$ cat src/rtl/blc_ref_div_sched.sv
// Round-robin arbiter sharing one bit-serial restoring divider among N_LANE black-level lanes.
// Latency: ack one cycle after capture edge, result 2*DATA_WIDTH edges later (1 edge for cnt==0); no output backpressure, lanes wait on req.
module blc_ref_div_sched #(
    parameter int DATA_WIDTH = 8,
    parameter int CNT_WIDTH  = 8,
    parameter int N_LANE     = 4,
    localparam int LW        = (N_LANE > 1) ? $clog2(N_LANE) : 1
) (
    input  logic                           clk,
    input  logic                           rst_n,
    input  logic [N_LANE-1:0]              req,
    input  logic [N_LANE*2*DATA_WIDTH-1:0] sum_flat,
    input  logic [N_LANE*CNT_WIDTH-1:0]    cnt_flat,
    output logic [N_LANE-1:0]              ack,
    output logic                           ref_valid,
    output logic [LW-1:0]                  ref_lane,
    output logic [DATA_WIDTH-1:0]          ref_data,
    output logic                           ref_dz,
    output logic                           busy
);

    localparam int SW = 2 * DATA_WIDTH;
    localparam int RW = CNT_WIDTH + 1;
    localparam int IW = $clog2(SW);

    typedef enum logic [1:0] {
        ST_IDLE = 2'd0,
        ST_DIV  = 2'd1,
        ST_DZ   = 2'd2
    } state_t;

    state_t                state_q, state_d;
    logic [LW-1:0]         last_grant_q, last_grant_d;
    logic [LW-1:0]         lane_q, lane_d;
    logic [SW-1:0]         quo_q, quo_d;
    logic [CNT_WIDTH-1:0]  div_q, div_d;
    logic [RW-1:0]         rem_q, rem_d;
    logic [IW-1:0]         iter_q, iter_d;
    logic [N_LANE-1:0]     ack_q, ack_d;
    logic                  ref_valid_q, ref_valid_d;
    logic [LW-1:0]         ref_lane_q, ref_lane_d;
    logic [DATA_WIDTH-1:0] ref_data_q, ref_data_d;
    logic                  ref_dz_q, ref_dz_d;

    logic [SW-1:0]         lane_sum [N_LANE];
    logic [CNT_WIDTH-1:0]  lane_cnt [N_LANE];

    for (genvar g = 0; g < N_LANE; g++) begin : g_unpack
        assign lane_sum[g] = sum_flat[g*SW +: SW];
        assign lane_cnt[g] = cnt_flat[g*CNT_WIDTH +: CNT_WIDTH];
    end

    // Rotating priority search starting just after the last granted lane.
    logic          gnt_found;
    logic [LW-1:0] gnt_idx;

    always_comb begin
        int            cand;
        logic [LW-1:0] cand_idx;
        cand      = 0;
        cand_idx  = '0;
        gnt_found = 1'b0;
        gnt_idx   = '0;
        for (int k = 1; k <= N_LANE; k++) begin
            cand = int'(last_grant_q) + k;
            if (cand >= N_LANE) begin
                cand = cand - N_LANE;
            end
            cand_idx = LW'(cand);
            if (!gnt_found && req[cand_idx]) begin
                gnt_found = 1'b1;
                gnt_idx   = cand_idx;
            end
        end
    end

    // One restoring-division step: shift in the next dividend bit, subtract if it fits.
    logic [RW-1:0] rem_sh;
    logic [SW-1:0] quo_sh;

    always_comb begin
        rem_sh = {rem_q[CNT_WIDTH-1:0], quo_q[SW-1]};
        quo_sh = {quo_q[SW-2:0], 1'b0};
        if (rem_sh >= {1'b0, div_q}) begin
            rem_sh    = rem_sh - {1'b0, div_q};
            quo_sh[0] = 1'b1;
        end
    end

    always_comb begin
        state_d      = state_q;
        last_grant_d = last_grant_q;
        lane_d       = lane_q;
        quo_d        = quo_q;
        div_d        = div_q;
        rem_d        = rem_q;
        iter_d       = iter_q;
        ack_d        = '0;
        ref_valid_d  = 1'b0;
        ref_lane_d   = ref_lane_q;
        ref_data_d   = ref_data_q;
        ref_dz_d     = ref_dz_q;

        unique case (state_q)
            ST_IDLE: begin
                if (gnt_found) begin
                    last_grant_d   = gnt_idx;
                    lane_d         = gnt_idx;
                    quo_d          = lane_sum[gnt_idx];
                    div_d          = lane_cnt[gnt_idx];
                    rem_d          = '0;
                    iter_d         = '0;
                    ack_d[gnt_idx] = 1'b1;
                    state_d        = (lane_cnt[gnt_idx] == '0) ? ST_DZ : ST_DIV;
                end
            end
            ST_DIV: begin
                rem_d  = rem_sh;
                quo_d  = quo_sh;
                iter_d = iter_q + IW'(1);
                if (iter_q == IW'(SW - 1)) begin
                    iter_d      = '0;
                    ref_valid_d = 1'b1;
                    ref_lane_d  = lane_q;
                    ref_dz_d    = 1'b0;
                    // Quotients that overflow the pixel width clamp to full scale.
                    ref_data_d  = (|quo_sh[SW-1:DATA_WIDTH]) ? '1 : quo_sh[DATA_WIDTH-1:0];
                    state_d     = ST_IDLE;
                end
            end
            ST_DZ: begin
                ref_valid_d = 1'b1;
                ref_lane_d  = lane_q;
                ref_data_d  = '0;
                ref_dz_d    = 1'b1;
                state_d     = ST_IDLE;
            end
            default: begin
                state_d = ST_IDLE;
            end
        endcase
    end

    always_ff @(posedge clk or negedge rst_n) begin
        if (!rst_n) begin
            state_q      <= ST_IDLE;
            last_grant_q <= LW'(N_LANE - 1);
            lane_q       <= '0;
            quo_q        <= '0;
            div_q        <= '0;
            rem_q        <= '0;
            iter_q       <= '0;
            ack_q        <= '0;
            ref_valid_q  <= 1'b0;
            ref_lane_q   <= '0;
            ref_data_q   <= '0;
            ref_dz_q     <= 1'b0;
        end else begin
            state_q      <= state_d;
            last_grant_q <= last_grant_d;
            lane_q       <= lane_d;
            quo_q        <= quo_d;
            div_q        <= div_d;
            rem_q        <= rem_d;
            iter_q       <= iter_d;
            ack_q        <= ack_d;
            ref_valid_q  <= ref_valid_d;
            ref_lane_q   <= ref_lane_d;
            ref_data_q   <= ref_data_d;
            ref_dz_q     <= ref_dz_d;
        end
    end

    assign ack       = ack_q;
    assign ref_valid = ref_valid_q;
    assign ref_lane  = ref_lane_q;
    assign ref_data  = ref_data_q;
    assign ref_dz    = ref_dz_q;
    assign busy      = (state_q != ST_IDLE);

endmodule
$ cat config.mk
export PLATFORM = sky130hd
export DESIGN_NAME = blc_ref_div_sched
export DESIGN_NICKNAME = d
export VERILOG_FILES = /design/src/rtl/blc_ref_div_sched.sv
export SDC_FILE = /design/constraint.sdc
export NUM_CORES = 1
export LEC_CHECK = 0
export CAP_MARGIN = 20
export CORE_MARGIN = 2
export CORE_UTILIZATION = 30
export CTS_CLUSTER_DIAMETER = 100
export DETAILED_ROUTE_END_ITERATION = 8
export PLACE_DENSITY = 0.66
export SETUP_SLACK_MARGIN = 0.2
export SYNTH_ARGS = -nofsm -noshare
export SYNTH_HDL_FRONTEND = slang
export SYNTH_SLANG_ARGS = --single-unit
$ cat constraint.sdc
create_clock -name clk -period 3.3 [get_ports clk]
set_input_delay 0.99 -clock clk [delete_from_list [all_inputs] [get_ports clk]]
set_output_delay 0.99 -clock clk [all_outputs]
set_load 0.02 [all_outputs]
==> results.yml, run 1 <==
routing:
  antenna_left: 0
  drc: 0
  wl_per_cell_um: 14.45
  drt_iter0_drc: 189
  wirelength_mm: 11.42
  drt_pass1_iterations: 6
  vias: 3923
  avgViaCountPerCell: 4.966
synth:
  synth.distinct_cells: 49
  synthesis.area_um2: 3786
  synth_ff_type: "dfrtp_1"
  avgSynthCellArea_um2: 7.904
  syn_inst: 479
  synth_edf_count: 0
  synth.yosys.seq_area_share_pct: 38.40
  ys_async_sr_fraction_pct: 100.0
  yosys_register_bits: 58
  syn_nets: 594
  ys_warn_count: 0
cells_and_area:
  num_antenna_cells: 0
  mostFrequentLayoutCells: "117 x clkdlybuf4s50_1, 116 x nand2_1, 56 x dfrtp_1, 42 x o21ai_0, 35 x nand3_1"
  drive_above_1_share_pct: 10.84
  nets: 728
  syn2layout_area_growth_pct: 49.27
  fin_area_um2: 5652
  instances_no_fill: 790
  final_common_cell: "clkdlybuf4s50_1"
power_and_ir_drop:
  swShare_pct: 41.52
  p_comb_share_pct: 53.5
  p_clk_share_pct: 20.5
  p_per_area_nw_per_um2: 805.8
  p_sw_mw: 1.891
  leakage_nw: 2.430
  vdd_drop_max_v: 0.0003466
  totalPowerFinal_mw: 4.554
  power.internal_mw: 2.663
  seq_power_share_pct: 26.0
setup_path:
  critPathLaunch: "req[1]"
  cpMaxStageDelayCell: "clkdlybuf4s50_1"
  cpPeakStageDelay_ps: 460
  worstSetupStartpointType: "input port"
  reg2reg_from: "div_q[1]"
  path_class: "input port to register"
  crit_path_end_kind: "register"
  cp_data_arrival_time_ps: 3290
  crit_required_ps: 3550
  cp_cell_sequence: "clkdlybuf4s50_1 -> mux2i_1 -> o22ai_2 -> or2_4 -> a211oi_1 -> o22ai_1 -> nor4_2 -> a22o_1"
  critical_path_peak_fanout: 17
place:
  gp_congestion: 0.8749
  placedCellCount: 774
  portBuffers: 118
  hpwl_mm: 8.584
  place_area_um2: 5330
run:
  drv_cap: 0
hold_path:
  hp-start: "ref_data[3]"
  hp-class: "register to register"
grt:
  grt_pass1_wl_mm: 18.69
  gr-total-overflow: 0
  grt_pass1_vias: 3935
  antenna_found_initial: 0
  grtUsageTotal_pct: 17.24
  grt_max_degree: 34
sta:
  maxSlewHeadroom_pct: 50.64
  min_period_ps: 3036
  finalSetupViolations: 0
  finalCritPeriodShare_pct: 92.01
  rsz0062_at_grt: "yes"
  fin_skew_ps: 7.578
  worst_pin_slew_ps: 740.4
  max_freq_ghz: 0.3293
  hold_viol_final: 0
  slew_viol_final: 0
clocking:
  clock_path_buffers: 2
  clk_pin_slew_worst_paths_ps: 50
  cts_made_buffers: 9
  ctsHoldBuffers: 0
  cts_sinks: 58
  clock_latency_ps: 310
  root_buffer: "clkbuf_16"
  cts.htree.levels: 3
  post_cts_buffers: 0
  cts_tree: "built"
outcome:
  outcome: "completed"
die:
  core_area_um2: 12470
  die_x_um: 116.3
  io_pins: 119
  die_y_um: 116.3
  rows: 41
  start_util_pct: 30.37
  dieArea_um2: 13540
-- timing repair --
item                                   in CTS  in global routing
endpoints found under the hold margin       0                  0
setup endpoints to repair                   0                  4
resized for setup                           0                  3
-- cells in the mapped netlist, drive strengths merged (3+ instances only) --
cell | count | area share [%]
dfrtp | 56 | 37
nor3 | 3 | 0.40
nor4 | 5 | 0.99
a211oi | 17 | 3.5
nand2 | 116 | 12
and2 | 15 | 2.5
ha | 12 | 4.0
o31ai | 9 | 1.8
nor2 | 25 | 2.5
a21o | 5 | 0.99
nor3b | 16 | 3.2
o22ai | 5 | 0.83
a31oi | 19 | 3.1
inv | 17 | 1.7
buf | 14 | 2.3
nand2b | 4 | 0.73
clkbuf | 15 | 1.5
mux2i | 3 | 0.79
a21oi | 12 | 1.9
nor2b | 5 | 0.83
o21ai | 43 | 5.7
nand3 | 35 | 4.6
-- per-stage QoR --
step | hold slack (ps) | setup WS (ps) | setup TNS, ps | util (%)
finish | 474.0 | 263.7 | 0 | 45.34
global route | 509.3 | 146.4 | 0 | 45.34
CTS | 481.1 | 269.2 | 0 | 45.21
detailed placement | 469.1 | -43.19 | -81.44 | 42.76
global placement | 465.1 | -27.10 | -81.31 | 42.64
floorplan | 446.0 | 743.3 | 0 | -
-- final timing paths --
path,cells after the start,slack [ps],endpoint
max reg2reg,9,700,rem_q[7]
min in group asynchronous,1,740,quo_q[1]
min,2,470,ref_data[3]
max,8,260,state_q[1]
min reg2reg,2,470,ref_data[3]
max in group asynchronous,2,1840,ref_valid
-- flip-flops by register name (all words and copies together), names as in the netlist --
register and count:
ref_dz 1, div_q 8, ref_lane 2, last_grant_q 2, rem_q 8, ref_valid 1, ack 4, state_q 2
iter_q 4, lane_q 2, ref_data 8, quo_q 16
-- metal layers --
metal	GRT usage (%)	share of wire, %	vias to the layer above
met4	5.873	1.3	0
met1	23.29	46	1849
met5	0	0	-
li1	-	-	1947
met3	2.958	4.6	14
met2	28.02	48	113
-- kinds of logic (layout without fill, tap and decap cells) --
kind of cell / Yosys count / in the layout / share of synthesized area (%)
compound gates: 124 / 124 / 21.22
xor+xnor: 3 / 3 / 0.6941
fa+ha+maj: 13 / 13 / 4.494
buf+inv: 46 / 185 / 5.519
flops: 58 / 58 / 38.40
mux: 5 / 5 / 1.388
simple gates: 230 / 230 / 28.29
-- area by class of cell --
class | count | area, um2
Clock buffer | 11 | 252.7
Tap cell | 172 | 215.2
Multi-Input combinational cell | 375 | 2150
Clock inverter | 5 | 52.55
Fill cell | 1170 | 6814
Sequential cell | 58 | 1454
Timing Repair Buffer | 152 | 1464
Inverter | 17 | 63.81
-- power by group through the flow --
stage	clock network, mW	registers (mW)	logic, mW
6_report	0.935	1.18	2.44
5_1_grt	0.986	1.22	2.74
4_1_cts	0.945	1.18	2.43
3_5_place_dp	0	1.18	2.41
3_3_place_gp	0	1.18	2.34
2_1_floorplan	0	1.15	1.63
-- worst max-delay path: cells and delay by family --
kind,cells,cell delay (ps)
AND/OR/NAND/NOR,2,720
multiplexers,1,220
buffers and inverters,1,460
AO/OA/AOI/OAI,4,890
Power figures use the tool's default switching activity.
==> run 2: changes to the inputs <==
--- a/config.mk
+++ b/config.mk
@@ -5,7 +5,6 @@
 export SDC_FILE = /design/constraint.sdc
 export NUM_CORES = 1
 export LEC_CHECK = 0
-export CAP_MARGIN = 20
 export CORE_MARGIN = 2
 export CORE_UTILIZATION = 30
 export CTS_CLUSTER_DIAMETER = 100
==> results.yml, run 2 (same netlist as run 1, synthesis figures left out) <==
setup_path:
  path_class: "input port to register"
  crit_path_end_kind: "register"
  cp_data_arrival_time_ps: 3270
  crit_required_ps: 3560
  critical_path_peak_fanout: 17
  worstSetupStartpointType: "input port"
  r2r_setup_slack_ps: 710
sta:
  slew_viol_final: 0
  fin_tns_setup_ps: 0
  hold_viol_final: 0
  fin_skew_ps: 5.571
  min_period_ps: 3005
  setup_ws_ps: 295.2
  rsz0062_at_grt: "yes"
  maxSlewHeadroom_pct: 50.54
  hold_slack_ps: 474.5
  finalCritPeriodShare_pct: 91.05
  worst_pin_slew_ps: 741.9
  max_freq_ghz: 0.3328
  finalSetupViolations: 0
die:
  core_area_um2: 12470
  rows: 41
  start_util_pct: 30.37
  die_x_um: 116.3
  dieArea_um2: 13540
  die_y_um: 116.3
  io_pins: 119
grt:
  grtUsageTotal_pct: 17.56
  grt_max_degree: 34
  antenna_found_initial: 0
  grt_pass1_wl_mm: 18.94
  gr-total-overflow: 0
  grt_pass1_vias: 4044
power_and_ir_drop:
  power.internal_mw: 2.660
  p_sw_mw: 1.910
  p_per_area_nw_per_um2: 807.9
  leakage_nw: 2.427
  seq_power_share_pct: 25.9
  p_clk_share_pct: 20.7
  swShare_pct: 41.79
  p_comb_share_pct: 53.4
  vdd_drop_max_v: 0.0003654
  totalPowerFinal_mw: 4.570
clocking:
  cts_sinks: 58
  cts.htree.levels: 3
  clk_pin_slew_worst_paths_ps: 50
  clock_path_buffers: 2
  clock_latency_ps: 320
  root_buffer: "clkbuf_16"
  cts_tree: "built"
  cts_made_buffers: 9
cells_and_area:
  regMostFlops: "quo_q"
  syn2layout_area_growth_pct: 49.41
  final_common_cell: "clkdlybuf4s50_1"
  drive_above_1_share_pct: 11.18
  num_antenna_cells: 0
  fin_area_um2: 5657
  mostFrequentLayoutCells: "117 x clkdlybuf4s50_1, 116 x nand2_1, 56 x dfrtp_1, 42 x o21ai_0, 35 x nand3_1"
  instances_no_fill: 789
  nets: 727
  largest_reg_flops: 16
  utilization_pct: 45.38
place:
  place_area_um2: 5315
  dp_slack_ps: -192.0
  placedCellCount: 773
  gp_congestion: 0.8749
  hpwl_mm: 8.609
  portBuffers: 118
routing:
  wirelength_mm: 11.48
  wl_per_cell_um: 14.55
  avgViaCountPerCell: 5.013
  antenna_left: 0
  drc: 0
  drt_iter0_drc: 175
  drt_pass1_iterations: 4
  vias: 3955
run:
  drv_cap: 0
outcome:
  outcome: "completed"
hold_path:
  hp-class: "register to register"
-- run 2: changes by cell type in the layout (fill, tap and decap cells not counted), sizes merged --
cell	change
buf	-1
-- run 2: power by group through the flow --
stage	logic [mW]	clock network, mW	registers (mW)
6_report	2.44	0.945	1.18
4_1_cts	2.44	0.957	1.18
5_1_grt	2.75	0.994	1.22
3_3_place_gp	2.34	0	1.18
3_5_place_dp	2.40	0	1.18
2_1_floorplan	1.63	0	1.15
-- run 2: final cells by class --
| class | count | area, um2 |
|---|---|---|
| Tap cell | 172 | 215.2 |
| Sequential cell | 58 | 1454 |
| Clock inverter | 5 | 52.55 |
| Inverter | 17 | 63.81 |
| Clock buffer | 11 | 252.7 |
| Timing Repair Buffer | 151 | 1449 |
| Fill cell | 1193 | 6809 |
| Multi-Input combinational cell | 375 | 2170 |
-- run 2: worst paths after layout --
kind,from,cells past startpoint,end
worst max-delay path,req[1],8,state_q[1]
worst min-delay path,ref_data[3],2,ref_data[3]
worst max register to register,div_q[1],9,rem_q[7]
worst min register to register,ref_data[3],2,ref_data[3]
max in group asynchronous,rst_n,2,rem_q[3]
min in group asynchronous,rst_n,1,quo_q[6]
-- run 2: repair_timing --
action                                  in CTS  in global routing
hold buffers                                 0                  0
gates resized for setup                      1                  6
setup buffers                                0                  0
endpoints found under the setup margin       9                 16
-- run 2: metal layers --
metal,vias to the layer above,part of all wire [%],global-route usage (%)
met5,-,0,0
met2,95,49,28.76
met3,15,4.4,2.854
li1,1951,-,-
met1,1894,45,23.54
met4,0,1.6,6.270
-- run 2: critical path, cell delays in order --
cell and delay, ps:
clkdlybuf4s50_1 460, mux2i_1 220, o22ai_2 160, or2_4 370, a211oi_1 420, o22ai_1 150, nor4_2 300, a22o_1 190
==> run 3: changes to the inputs <==
--- a/config.mk
+++ b/config.mk
@@ -7,10 +7,10 @@
 export LEC_CHECK = 0
 export CORE_MARGIN = 2
 export CORE_UTILIZATION = 30
-export CTS_CLUSTER_DIAMETER = 100
 export DETAILED_ROUTE_END_ITERATION = 8
 export PLACE_DENSITY = 0.66
 export SETUP_SLACK_MARGIN = 0.2
+export SLEW_MARGIN = 20
 export SYNTH_ARGS = -nofsm -noshare
 export SYNTH_HDL_FRONTEND = slang
 export SYNTH_SLANG_ARGS = --single-unit
==> results.yml, run 3 (same netlist as run 1, synthesis figures left out) <==
power_and_ir_drop:
  p_clk_share_pct: 20.5
  swShare_pct: 41.75
  totalPowerFinal_mw: 4.576
  vdd_drop_max_v: 0.0004357
  p_per_area_nw_per_um2: 806.3
  leakage_nw: 2.431
  p_sw_mw: 1.911
  p_comb_share_pct: 53.6
  seq_power_share_pct: 25.9
  power.internal_mw: 2.666
setup_path:
  critical_path_peak_fanout: 17
  crit_path_end_kind: "register"
  worstSetupStartpointType: "input port"
  crit_required_ps: 3560
  cp_data_arrival_time_ps: 3250
  path_class: "input port to register"
die:
  die_x_um: 116.3
  core_area_um2: 12470
  start_util_pct: 30.37
  dieArea_um2: 13540
  io_pins: 119
  rows: 41
  die_y_um: 116.3
clocking:
  cts_tree: "built"
  clk_pin_slew_worst_paths_ps: 50
  clock_path_buffers: 2
  root_buffer: "clkbuf_16"
  ctsHoldBuffers: 0
  cts_made_buffers: 9
  cts.htree.levels: 3
  clock_latency_ps: 320
  cts_sinks: 58
routing:
  drc: 0
  drt_pass1_iterations: 4
  avgViaCountPerCell: 4.963
  antenna_left: 0
  drt_iter0_drc: 143
  wirelength_mm: 11.44
  vias: 3916
  wl_per_cell_um: 14.50
sta:
  setup_ws_ps: 305.2
  max_freq_ghz: 0.3339
  maxSlewHeadroom_pct: 50.24
  min_period_ps: 2995
  worst_pin_slew_ps: 745.5
  rsz0062_at_grt: "no"
  hold_viol_final: 0
  fin_tns_setup_ps: 0
  finalCritPeriodShare_pct: 90.75
  finalSetupViolations: 0
  slew_viol_final: 0
  fin_skew_ps: 4.698
cells_and_area:
  utilization_pct: 45.53
  num_antenna_cells: 0
  syn2layout_area_growth_pct: 49.90
  final_common_cell: "clkdlybuf4s50_1"
  largest_reg_flops: 16
  mostFrequentLayoutCells: "117 x clkdlybuf4s50_1, 116 x nand2_1, 56 x dfrtp_1, 42 x o21ai_0, 35 x nand3_1"
  nets: 727
  regMostFlops: "quo_q"
  drive_above_1_share_pct: 11.67
  fin_area_um2: 5675
grt:
  grt_max_degree: 34
  gr-total-overflow: 0
  antenna_found_initial: 0
  grt_pass1_vias: 3991
  grtUsageTotal_pct: 17.26
  grt_pass1_wl_mm: 18.69
place:
  place_area_um2: 5320
  hpwl_mm: 8.602
  portBuffers: 118
  dp_slack_ps: -114.8
  gp_congestion: 0.8749
outcome:
  outcome: "completed"
run:
  drv_cap: 0
hold_path:
  hp-class: "register to register"
run 3: cell types whose count changed in the layout (fill, tap and decap cells not counted):
| cell | delta |
|---|---|
| a211oi_2 | +3 |
| buf_4 | -1 |
| buf_6 | +1 |
| a211oi_1 | -3 |
run 3: critical path, stage by stage:
cell,delay [ps]
clkdlybuf4s50_1,460
mux2i_1,200
o22ai_2,150
or2_4,380
a211oi_1,350
o22ai_1,160
nor4_2,350
a22o_1,200
run 3: power by group through the flow:
stage / combinational, mW / clock [mW] / sequential (mW)
floorplan: 1.63 / 0 / 1.15
global placement: 2.34 / 0 / 1.18
detailed placement: 2.41 / 0 / 1.18
CTS: 2.43 / 0.948 / 1.18
global route: 2.76 / 0.987 / 1.22
finish: 2.45 / 0.939 / 1.18
run 3: per-stage QoR:
stage          hold WS (ps)  instances
2_1_floorplan         446.0        479
3_3_place_gp          465.1        773
3_5_place_dp          471.0        773
4_1_cts               482.7        789
5_1_grt               506.7        789
6_report              474.0        789
run 3: worst paths after layout:
kind	from	end	slack, ps	cells past startpoint
min	ref_data[3]	ref_data[3]	470	2
max reg2reg	div_q[1]	rem_q[7]	700	9
min reg2reg	ref_data[3]	ref_data[3]	470	2
max	req[1]	state_q[1]	310	8
max in group asynchronous	rst_n	quo_q[3]	1850	2
min in group asynchronous	rst_n	quo_q[6]	730	1
run 3: final cells by class:
| type | instances | area (um2) |
|---|---|---|
| clock inverter | 5 | 52.55 |
| inverter | 17 | 63.81 |
| clock buffer | 11 | 252.7 |
| timing repair buffer | 151 | 1453 |
| fill | 1184 | 6790 |
| sequential | 58 | 1454 |
| tap | 172 | 215.2 |
| multi-input combinational | 375 | 2185 |
run 3: per-layer routing:
metal | share of wire, % | GRT usage (%) | vias up | routed length [um]
met4 | 1.2 | 5.556 | 0 | 140
met3 | 4.5 | 3.736 | 14 | 516
li1 | - | - | 1949 | -
met1 | 46 | 23.15 | 1870 | 5246
met2 | 48 | 27.87 | 83 | 5534
met5 | 0 | 0 | - | 0
run 3: what timing repair did:
item,CTS,global route
setup endpoints to repair,0,10
setup buffers,0,0
gates resized for setup,0,10
==> patch 1: new RTL, flow settings as in run 3 <==
Change the parameter `CNT_WIDTH` from 8 to 12.
--- a/src/rtl/blc_ref_div_sched.sv
+++ b/src/rtl/blc_ref_div_sched.sv
@@ -2,7 +2,7 @@
 // Latency: ack one cycle after capture edge, result 2*DATA_WIDTH edges later (1 edge for cnt==0); no output backpressure, lanes wait on req.
 module blc_ref_div_sched #(
     parameter int DATA_WIDTH = 8,
-    parameter int CNT_WIDTH  = 8,
+    parameter int CNT_WIDTH  = 12,
     parameter int N_LANE     = 4,
     localparam int LW        = (N_LANE > 1) ? $clog2(N_LANE) : 1
 ) (
Interface: changed (resized cnt_flat); port bits go from 119 to 135. No check against the original RTL was run, so the function may have changed too.
==> patch 1 against run 3 <==
- clock skew up 1.2 ps
- global-route usage is 2.4 points lower
- area after synthesis grew 17%
- combinational power rose by 18%
- worst hold slack got worse by 2.1 ps
- routed wire length rose by 2.5%
- via count is 2.3% higher
- sequential cell count rose by 8
- cell area is 11% higher
- core utilization down 2.0 points
- power grew 12%
- setup slack better by 21 ps
==> patch 1: results (changes against run 3) <==
- The all-layer global routing usage is 0.149 (-0.0238).
- The detailed-route wire length on metal 1 is 5.43 mm (+3.5%).
- The highest routing layer actually used is met4.
- The leakage power is 2.72 nW (+12%).
- The port buffer count is 134 (+14%).
- In the synthesized netlist, the cells that appear most often are 69 x nand2_1, 64 x dfrtp_1, 47 x mux2i_1.
- The data arrival time of the critical path is 3190 ps (-60 ps).
- The CTS H-tree depth is 3 (unchanged).
- The met1 track demand over resource is 0.195 (-0.0363).
- The delay of the slowest cell on the worst path was 550 ps (+90 ps).
- The first-pass GRT wire length is 19.5 mm (+4.3%).
- The worst-case setup slack after placement is -37.8 ps (+77.1 ps).
- The compound-gate portion of the synthesized area came to 0.211 (-0.000934).
- The final net count is 757 (+4.1%).
- The hold path startpoint is lane_q[1]$_DFFE_PN0P_.
- The run finished with clean final reports.
- The number of DRC markers after the initial detailed-route iteration was 173 (+21%).
- The detailed placer's ending HPWL is 9.31 mm (+8.2%).
- The met2 track utilization from global routing is 0.246 (-0.0325).
- The gate count of the mapped netlist is 489 (+2.1%).
- The most critical setup path has its startpoint at req[3].
- The maximum vdd drop is 0.336 mV (-23%).
- The largest fanout on the critical path was 12 (-5).
- The post-synthesis xor/xnor area fraction is 0.0179 (+0.0109).
- The post-CTS setup repair buffer count was 0 (unchanged).
- The post-synthesis share of cell area spent on full adders, half adders and majority gates is 0.0499 (+0.00496).
- The clock tree skew after final layout is 5.86 ps (+1.17 ps).
- The worst register-to-register path begins at last_grant_q[1]$_DFFE_PN1P_.
- The share of synthesized area spent on multiplexers was 0.142 (+0.128).
- The post-synthesis net count came to 624 (+5.1%).
- The count of cell types in the netlist is 52 (+6.1%).
- The via count of the first global-routing pass is 4103 (+2.8%).
- The placer congestion estimate is 0.868 (-0.82%).
- The number of filler cells placed in the layout was 1399 (+18%).
- The clock latency of the later-clocked register in the worst-skew pair was 320 ps (about the same).
- Sorting the synthesized cells by area gives the leading types as dfrtp_1 36%, mux2i_1 11%, nand2_1 5.9%.
- The global routing met3 resource utilization is 0.0364 (-0.000992).
- The remaining antenna violation count after routing is 0 (unchanged).
- The met2 routed wirelength is 5.58 mm (+0.81%).
- The portion of the post-synthesis area used by sequential elements is 0.375 (-0.00918).
- The ratio of routed vias to standard cells is 4.94 (-0.50%).
- The met3 routed wirelength is 573 um (+11%).
- The fraction of final layout cells sized beyond drive strength 1 was 0.0909 (-0.0258).
- The share of flip-flops with an asynchronous set or reset after synthesis is 1.00 (unchanged).
- The slew at the pin closest to its max-slew limit is 796 ps (+50.1 ps).
- The pin count of the biggest net entering global routing was 50 (+47%).
- The total routed wirelength is 11.7 mm (+2.5%).
- The cell count after placement was 794 (+2.7%).
- The per-cell routed wire length is 14.5 um (-0.32%).
[patch 1: layout make-up]
class                           instances  area [um^2]  share of cell area
Multi-Input combinational cell        371         2530               0.402
Sequential cell                        66         1650               0.262
Timing Repair Buffer                  150         1520               0.242
Clock buffer                           14          264              0.0418
Tap cell                              184          230              0.0365
Inverter                               24         90.1              0.0143
Clock inverter                          2         12.5             0.00198
[patch 1: cell families (layout without fill, tap and decap cells)]
| group | count (synthesis) | in the layout |
|---|---|---|
| adders and majority gates | 17 | 17 |
| and+or+nand+nor | 135 | 135 |
| muxes | 61 | 61 |
| DFF | 66 | 66 |
| xor gates and xnor gates | 9 | 9 |
| buffers and inverters | 52 | 190 |
| AOI/OAI and AO/OA | 149 | 149 |
[patch 1: path summary, 6_finish.rpt]
check | end | slack [ps] | cells after the start
max in group asynchronous | ref_data[5]$_DFFE_PN0P_ | 1900 | 2
min in group asynchronous | div_q[2]$_DFFE_PN0P_ | 750 | 1
hold / removal | lane_q[1]$_DFFE_PN0P_ | 470 | 1
setup reg to reg | state_q[1]$_DFFE_PN0P_ | 870 | 9
hold reg to reg | lane_q[1]$_DFFE_PN0P_ | 470 | 1
setup / recovery | state_q[1]$_DFFE_PN0P_ | 330 | 10
[patch 1: timing repair]
action / 4_1_cts / 5_1_grt
hold endpoints to repair: 0 / 0
gates resized for setup: 0 / 3
setup endpoints to repair: 0 / 2
[patch 1: metrics by stage]
stage,TNS (ps),utilization,area (um^2)
after detailed placement,-37.8,0.414,5990
after floorplan,0,-,4410
after global routing,0,0.436,6310
after global placement,0,0.414,5990
final,0,0.436,6310
after CTS,0,0.433,6270
[patch 1: power by group]
group	internal, W	switching, W	total (W)
clock network	0.000548	0.000326	0.000874
registers	0.00112	0.000242	0.00137
logic	0.00131	0.00157	0.00288
total	0.00298	0.00214	0.00512
==> patch 2: new RTL, settings of run 3 <==
Without the edit above. Re-encode `state_t` (3 states) as one-hot, 3 bits wide.
--- a/src/rtl/blc_ref_div_sched.sv
+++ b/src/rtl/blc_ref_div_sched.sv
@@ -23,10 +23,10 @@
     localparam int RW = CNT_WIDTH + 1;
     localparam int IW = $clog2(SW);
 
-    typedef enum logic [1:0] {
-        ST_IDLE = 2'd0,
-        ST_DIV  = 2'd1,
-        ST_DZ   = 2'd2
+    typedef enum logic [2:0] {
+        ST_IDLE = 3'b001,
+        ST_DIV  = 3'b010,
+        ST_DZ   = 3'b100
     } state_t;
 
     state_t                state_q, state_d;
Check against the original RTL: same outputs for any inputs over 10 cycles, from zero or initial values and one cycle with rst_n low; not proved beyond that.
==> patch 2 against run 3 <==
- cell area fell by 4.1%
- power rose by 3.1%
- area after synthesis fell by 2.9%
- sequential cell count rose by 1
- routed wire length fell by 4.0%
- setup slack improved by 60 ps
- register-to-register slack got worse by 90 ps
- highest routed layer unchanged
==> patch 2: results (changes against run 3) <==
- The run finished with clean final reports.
- The post-synthesis xor/xnor area fraction is 0.00238 (-0.00456).
- The met3 routed wirelength was 662 um (+28%).
- The number of DRC markers after the initial detailed-route iteration is 227 (+59%).
- The maximum vdd drop is 0.360 mV (-17%).
- The detailed placer's ending HPWL came to 8.35 mm (-3.0%).
- The post-synthesis area per instance came to 8.35 um^2 (+5.7%).
- The clock network area share is 0.0517 (-0.00204).
- The largest fanout on the critical path is 18 (+1).
- The count of cell types in the netlist is 48 (-2.0%).
- Among cell families on the critical path, the largest total delay comes from buffers and inverters.
- The clock tree skew after final layout is 4.27 ps (-0.424 ps).
- The total routed wirelength is 11.0 mm (-4.0%).
- The compound-gate portion of the synthesized area is 0.200 (-0.0117).
- The data arrival time of the critical path was 3200 ps (-50 ps).
- After synthesis, the cell types taking the most area are dfrtp_1 38%, nand2_1 8.6%, nand3_1 5.4%.
- The share of synthesized area spent on multiplexers is 0.0259 (+0.0120).
- The detailed-routing iteration count for the pre-antenna-repair pass was 5 (+1).
- The area occupied by multi-input gates is 2020 um^2 (-7.7%).
- The worst-case setup slack after placement is -0.0644 ps (+115 ps).
- The register area is 1480 um^2 (+1.8%).
- The cell area after placement came to 5150 um^2 (-3.2%).
- The placer congestion estimate is 0.860 (-1.7%).
- The number of multi-input logic gates is 337 (-10%).
- The detailed-route wire length on metal 1 came to 5.11 mm (-2.6%).
- The fraction of final layout cells sized beyond drive strength 1 was 0.117 (-0.000172).
- The sequential fraction of total cell area was 0.272 (+0.0159).
- The post-synthesis net count is 552 (-7.1%).
- The internal power summed over all cells is 0.00278 W (+4.2%).
- The delay of the slowest cell on the worst path is 520 ps (+60 ps).
- The portion of the post-synthesis area used by sequential elements is 0.403 (+0.0186).
- The cell count after placement was 706 (-8.7%).
- The post-synthesis share of cell area spent on full adders, half adders and majority gates came to 0.0361 (-0.00886).
- The met2 routed wirelength is 5.06 mm (-8.6%).
- The all-layer global routing usage came to 0.173 (+0.000792).
- The final net count is 682 (-6.2%).
- The number of storage elements in the synthesis netlist is 59 (+1.7%).
- The number of inverters outside the clock class in the layout was 14 (-3).
- The non-filler instance count after layout came to 722 (-8.5%).
- The slew at the pin closest to its max-slew limit was 599 ps (-146 ps).
- The first-pass GRT wire length was 18.3 mm (-2.1%).
[patch 2: power groups by stage]
stage	combinational [W]	clock, W	sequential [W]
6_report	0.00260	0.000863	0.00125
2_1_floorplan	0.00179	0	0.00120
3_5_place_dp	0.00259	0	0.00126
5_1_grt	0.00292	0.000917	0.00129
3_3_place_gp	0.00253	0	0.00125
4_1_cts	0.00260	0.000884	0.00125
[patch 2: path summary, 6_finish.rpt]
path | slack, ps | to | from | depth (start not counted)
max in group asynchronous | 1950 | state_q[0]$_DFFE_PN1P_ | rst_n | 2
min | 480 | ref_dz$_DFFE_PN0P_ | ref_dz$_DFFE_PN0P_ | 2
max | 370 | state_q[2]$_DFFE_PN0P_ | req[1] | 9
max reg2reg | 610 | rem_q[3]$_DFFE_PN0P_ | div_q[1]$_DFFE_PN0P_ | 10
min reg2reg | 480 | ref_dz$_DFFE_PN0P_ | ref_dz$_DFFE_PN0P_ | 2
min in group asynchronous | 630 | ref_data[5]$_DFFE_PN0P_ | rst_n | 1
